File: src/rtl/lfsr_2_step_search.sv
// Receive-side checker: re-runs the lfsr_2 step from a seed until the target is hit.
// Optional macro LFSR_SEARCH_ZERO_ABORT_EN ends the search early once cur reaches 0.
module lfsr_2_step_search #(
    parameter int unsigned MAX_STEPS = 255,
    parameter int unsigned CNT_W     = 8
) (
    input  logic             clk_i,
    input  logic             rst_i,
    input  logic [7:0]       seed_i,
    input  logic [7:0]       target_i,
    input  logic             start_i,
    output logic             busy_o,
    output logic             done_o,
    output logic             found_o,
    output logic [CNT_W-1:0] steps_o
);

    typedef enum logic [1:0] {
        IDLE,
        SEARCH,
        DONE
    } state_t;

    localparam logic [CNT_W-1:0] MAX_CNT = CNT_W'(MAX_STEPS);

    state_t           state;
    logic [7:0]       cur;
    logic [7:0]       tgt;
    logic [CNT_W-1:0] cnt;
    logic             zero_abort;

    function automatic logic [7:0] lfsr_step(input logic [7:0] x);
        logic [7:0] n;
        n[0] = 1'b0;
        n[1] = x[0];
        n[2] = x[1];
        n[3] = x[2] ^ x[7];
        n[4] = x[3];
        n[5] = x[4];
        n[6] = x[5] ^ x[7];
        n[7] = x[6] ^ x[7];
        return n;
    endfunction

    // Zero is a fixed point of the step, so a nonzero target can never follow it.
`ifdef LFSR_SEARCH_ZERO_ABORT_EN
    assign zero_abort = (cur == '0) && (tgt != '0);
`else
    assign zero_abort = 1'b0;
`endif

    always_ff @(posedge clk_i) begin
        if (rst_i) begin
            state   <= IDLE;
            cur     <= '0;
            tgt     <= '0;
            cnt     <= '0;
            busy_o  <= 1'b0;
            done_o  <= 1'b0;
            found_o <= 1'b0;
            steps_o <= '0;
        end else begin
            case (state)
                IDLE: begin
                    done_o <= 1'b0;
                    if (start_i) begin
                        cur     <= seed_i;
                        tgt     <= target_i;
                        cnt     <= '0;
                        found_o <= 1'b0;
                        steps_o <= '0;
                        busy_o  <= 1'b1;
                        state   <= SEARCH;
                    end
                end
                SEARCH: begin
                    if (cur == tgt) begin
                        found_o <= 1'b1;
                        steps_o <= cnt;
                        done_o  <= 1'b1;
                        state   <= DONE;
                    end else if (cnt == MAX_CNT || zero_abort) begin
                        found_o <= 1'b0;
                        steps_o <= cnt;
                        done_o  <= 1'b1;
                        state   <= DONE;
                    end else begin
                        cur <= lfsr_step(cur);
                        cnt <= cnt + 1'b1;
                    end
                end
                DONE: begin
                    done_o <= 1'b0;
                    busy_o <= 1'b0;
                    state  <= IDLE;
                end
                default: begin
                    done_o <= 1'b0;
                    busy_o <= 1'b0;
                    state  <= IDLE;
                end
            endcase
        end
    end

endmodule

File: config.mk
export PLATFORM = sky130hd
export DESIGN_NAME = lfsr_2_step_search
export DESIGN_NICKNAME = d
export VERILOG_FILES = /design/src/rtl/lfsr_2_step_search.sv
export SDC_FILE = /design/constraint.sdc
export NUM_CORES = 1
export LEC_CHECK = 0
export BUFFER_PORTS_ARGS = -buffer_cell sky130_fd_sc_hd__buf_2
export CAP_MARGIN = 20
export CORE_UTILIZATION = 35
export DETAILED_ROUTE_END_ITERATION = 12
export PLACE_DENSITY = 0.65
export SETUP_SLACK_MARGIN = 0.4
export SLEW_MARGIN = 15
export SYNTH_ARGS = -nofsm -noshare
export SYNTH_HDL_FRONTEND = slang
export SYNTH_SLANG_ARGS = --single-unit
File: constraint.sdc
create_clock -name clk_i -period 1.9 [get_ports clk_i]
set_input_delay 0.285 -clock clk_i [delete_from_list [all_inputs] [get_ports clk_i]]
set_output_delay 0.285 -clock clk_i [all_outputs]
set_load 0.005 [all_outputs]
== After elaboration in Yosys (flattened, before gate mapping) ==
Index checks and enable logic that the tools add are counted.
Word-level totals
  flip-flop bits (word level): 37
  input port bits: 19
  logic and storage cells: 52
Cells by class
  add/subtract/negate cells: 1
  eq/ne operators: 7
  mux-type cells: 23
  bitwise logic cells: 4
  reductions and logical operators: 9
Operators by type and width (count)
  two-way mux 8 bit: 8
  one-hot mux 8 bit (2 select lines): 3
  adder 8 x 1 -> 8 bit, second input constant: 1
  equality test 8 bit: 1
  equality test 8 bit, second input constant: 1
  two-way mux 1 bit: 6
  two-way mux 2 bit: 3
  != test 2 bit, second input constant: 3
  AND reduction 2 bit: 3
  one-hot mux 1 bit (2 select lines): 2
  one-hot mux 2 bit (2 select lines): 1
  AND reduction 4 bit: 1
  nonzero test 2 bit: 2
  != test 3 bit, second input constant: 1
  AND reduction 3 bit: 1
  XOR 1 bit: 3
  equality test 2 x 1 -> 1 bit, second input constant: 1
  logical NOT 2 bit: 1
  OR reduction 2 bit: 1
  inverter 1 bit: 1

== Depth between registers and ports, before layout ==
  word-level depth: 4
  depth in mapped cells: 7
  mapped depth without buffers: 6

== Worst setup path after synthesis ==
OpenSTA, ideal clock, no wires.
  path type: register to register
  start point: register cnt[0]
  end point: register cur[7]
  data arrival time: 1498 ps
  data required time: 1763 ps
  slack: 265 ps
  stages on the path, launching flop included: 7
  buffers on the path: 1
  cell sequence: dfxtp_1 ha_1 and3_1 and2_1 buf_4 o311ai_0 o31ai_2
On the way
  cells in the longest elaborated chain, start to end: 3
Ends and longest elaborated chain
  from (decl): line 29  | logic [CNT_W-1:0] cnt;
  from (signal assigned): line 89  | cnt <= cnt + 1'b1;
  equality test 8 bit: line 82  | end else if (cnt == MAX_CNT || zero_abort) begin
  != test 2 bit (no line)
  AND reduction 4 bit (no line)
  to (signal assigned): line 67  | cur <= seed_i;
  to (signal assigned): line 88  | cur <= lfsr_step(cur);
  to (decl): line 27  | logic [7:0] cur;
No other way between the ends.
A chain may end at the register's enable or synchronous reset.

== Worst setup path after layout ==
  start point: register cur[3]
  end point: register steps_o[1]
On the way
  cells in the longest elaborated chain, start to end: 3
  elaborated cells on any way between the ends: 5
Ends and longest elaborated chain
  equality test 8 bit (*): line 77  | if (cur == tgt) begin
  != test 3 bit (no line) or two-way mux 8 bit (tied branches)
  AND reduction 3 bit (no line) or one-hot mux 8 bit (2 select lines) (tied branches)
  to (signal assigned): line 79  | steps_o <= cnt;
  to (signal assigned): line 84  | steps_o <= cnt;
  to (decl): line 15  | output logic [CNT_W-1:0] steps_o
Mark *: on every way between the ends. The rest lies on a longest branch, timed or not.

==> run_results.csv <==
group,metric,value,unit
synth,syn_area,1770,µm²
run,cap_violations,0,
final_layout,mostFrequentLayoutCell,"buf_2",
drt,drt_first_pass_iters,4,
placement,port_buffers,29,
synth,avgSynthCellArea,9.126,µm²
clock_network,insertion_delay,290,ps
floorplanning,rows,25,
worst_setup_path,worst_setup_path_start_kind,"flop",
global_route,grt_max_degree,18,
worst_setup_path,cpPeakStageDelay,330,ps
drt,vias,1591,
worst_setup_path,r2r_cells,7,
worst_setup_path,crit_required,2070,ps
final_layout,drive_gt1_share,44.67,%
final_layout,antenna_cells,0,
worst_setup_path,cp_slowest_cell,"dfxtp_2",
sta,final_max_slew_viol_count,0,
sta,hold_viol,0,
drt,routed_via_density,5.116,
synth,yosysWarnings,0,
sta,rsz0062_at_grt,"yes",
final_layout,most-common-layout-cells,"buf_2 (29), nand2_1 (25), buf_4 (22)",
sta,whs,219.9,ps
global_route,grt_usage,17.55,%
sta,fin_worst_skew,4.032,ps
placement,hpwl,2875,µm
hold_path,holdPathStages,3,
synth,ys_seq_elements,37,
synth,yosysUniqueCellTypes,41,
clock_network,cts_tree,"yes",
run_status,status,"completed",
sta,slew_headroom,75.23,%
worst_setup_path,cpMostUsedCell,"buf_4",
synth,yosysSeqAreaShare,41.84,%
synth,netlist_instances,194,
floorplanning,io_pins,30,
clock_network,cts_buffers,5,
final_layout,utilization,49.78,%
placement,place.gp.congestion,0.8421,
sta,finalSetupTns,0,ps
floorplanning,core_area,4786,µm²
worst_setup_path,cp_cell_sequence,"xnor2_1 -> nand4_1 -> buf_4 -> o21ai_4 -> buf_4 -> a21o_1 -> a21oi_1",
drt,totalWireLength,4247,µm
global_route,grt_pass1_vias,1561,
floorplanning,die_h,73.12,µm
clock_network,cts.sinks,37,
synth,synth_flop_cell,"dfxtp_1",
sta,setup_violations,0,
clock_network,clk_path_buf_depth,2,
sta,timing.fmax,0.6361,GHz
worst_setup_path,reg2reg_to,"steps_o[1]",
worst_setup_path,crit_type,"flop to flop",
power,power.density,861.0,nW/µm²
global_route,antenna_found_initial,0,
placement,dpl_worst_slack,149.1,ps
global_route,grt_pass1_wl,7086,µm
sta,tightestPinTransition,370.4,ps
power,leakage,0.9041,nW
synth,ys_async_sr_fraction,0,%
hold_path,hold_path_class,"input port to flop",
floorplanning,die_area,5347,µm²
clock_network,path_clk_slew,70,ps
final_layout,synthToLayoutAreaGrowth,34.56,%
clock_network,cts_max_level,2,
drt,drtIter0Drc,88,
global_route,gr-total-overflow,0,
floorplanning,die_x,73.12,µm
clock_network,cts_root_buf,"clkbuf_8",
worst_setup_path,cp_max_fo,4,
hold_path,hold_start,"target_i[1]",
sta,worst_slack,327.9,ps
worst_setup_path,cp_data_arrival_time,1740,ps
worst_setup_path,cp-end-kind,"flop",
clock_network,hold_buffers,0,
synth,synth_edf_count,0,
final_layout,fin_nets,264,
drt,post_drt_wl_per_cell,13.66,µm
hold_path,min_to,"tgt[1]",
worst_setup_path,r2r_start,"cur[3]",
sta,layout_min_cycle_time,1572,ps
sta,period_share,82.74,%
power,ir_worst_vdd,356.6,µV
floorplanning,start_util,36.99,%
drt,detail-route-antenna-nets,0,
drt,route.detailed.drc,0,
worst_setup_path,r2r_slack,330,ps
synth,syn_nets,214,
[synthesized netlist by cell type, drive strengths merged (3+ instances only)]
master,number,share of area [%]
dfxtp,37,42
nand2,26,5.5
a21oi,22,7.5
nor2,10,2.1
xnor2,10,4.9
inv,9,1.9
a22o,7,3.5
nand3,7,2.0
o21ai,7,3.5
buf,6,2.1
nor3,6,1.7
o211ai,6,2.5
o32ai,6,5.5
a31oi,5,1.8
clkbuf,5,1.1
and4,3,1.6
[what timing repair did]
item / 4_1_cts / 5_1_grt
setup buffers: 8 / 8
pin swaps: 14 / 11
resized for setup: 22 / 13
endpoints found under the setup margin: 27 / 25
[layout make-up]
type                       instances  area, µm²
clock buffer                       7      86.33
fill                             466       2404
inverter                           9      33.78
timing repair buffer              54      370.4
sequential                        37      764.5
multi-input combinational        137       1044
tap                               67      83.83
[worst max-delay path: cells and delay by family (launching register included)]
kind | cells | cell delay [ps]
AO/OA/AOI/OAI | 3 | 360
XOR/XNOR | 1 | 180
buffers and inverters | 2 | 370
flip-flops | 1 | 330
AND/OR/NAND/NOR | 1 | 210
[per-stage QoR]
| stage | area [µm²] | power (W) | instances |
|---|---|---|---|
| floorplan | 1780 | 0.001212 | 194 |
| global placement | 2021 | 0.001324 | 288 |
| detailed placement | 2021 | 0.001332 | 288 |
| CTS | 2282 | 0.002001 | 303 |
| global route | 2382 | 0.002158 | 311 |
| finish | 2382 | 0.002051 | 311 |
[per-layer routing]
metal	routed length (µm)	global-route usage, %	share of wire [%]	vias to the layer above
met5	0	0	0	-
met4	68	6.972	1.6	0
met3	152	4.282	3.6	10
met2	2177	31.28	51	31
met1	1849	19.97	44	751
li1	-	-	-	799
[cells by family after synthesis]
kind of cell | synth area share, %
AO/OA/AOI/OAI | 29.40
XOR/XNOR | 4.947
adder cells (fa/ha/maj) | 0.7066
buffers and inverters | 5.088
flip-flops | 41.84
AND/OR/NAND/NOR | 18.02
[registers in the layout, indices dropped and copies added, names as in the netlist]
| signal | flops |
|---|---|
| found_o | 1 |
| steps_o | 8 |
| cnt | 8 |
| cur | 8 |
| done_o | 1 |
| state | 2 |
| busy_o | 1 |
| tgt | 8 |
[worst max-delay path by stage]
stage / endpoint / start
final: steps_o[1] / cur[3]
after global routing: steps_o[1] / cur[3]
after CTS: cnt[6] / tgt[5]
after detailed placement: steps_o[3] / cur[7]
after global placement: steps_o[0] / cur[7]
after floorplan: cnt[0] / cnt[1]
[where the power goes]
part | leakage [nW] | total (W) | internal (W) | switching (W)
Combinational | 0.551 | 0.000615 | 0.000307 | 0.000308
Sequential | 0.309 | 0.000884 | 0.000833 | 0.0000505
Clock | 0.0443 | 0.000552 | 0.000288 | 0.000265
(Power assumes the default switching activity.)
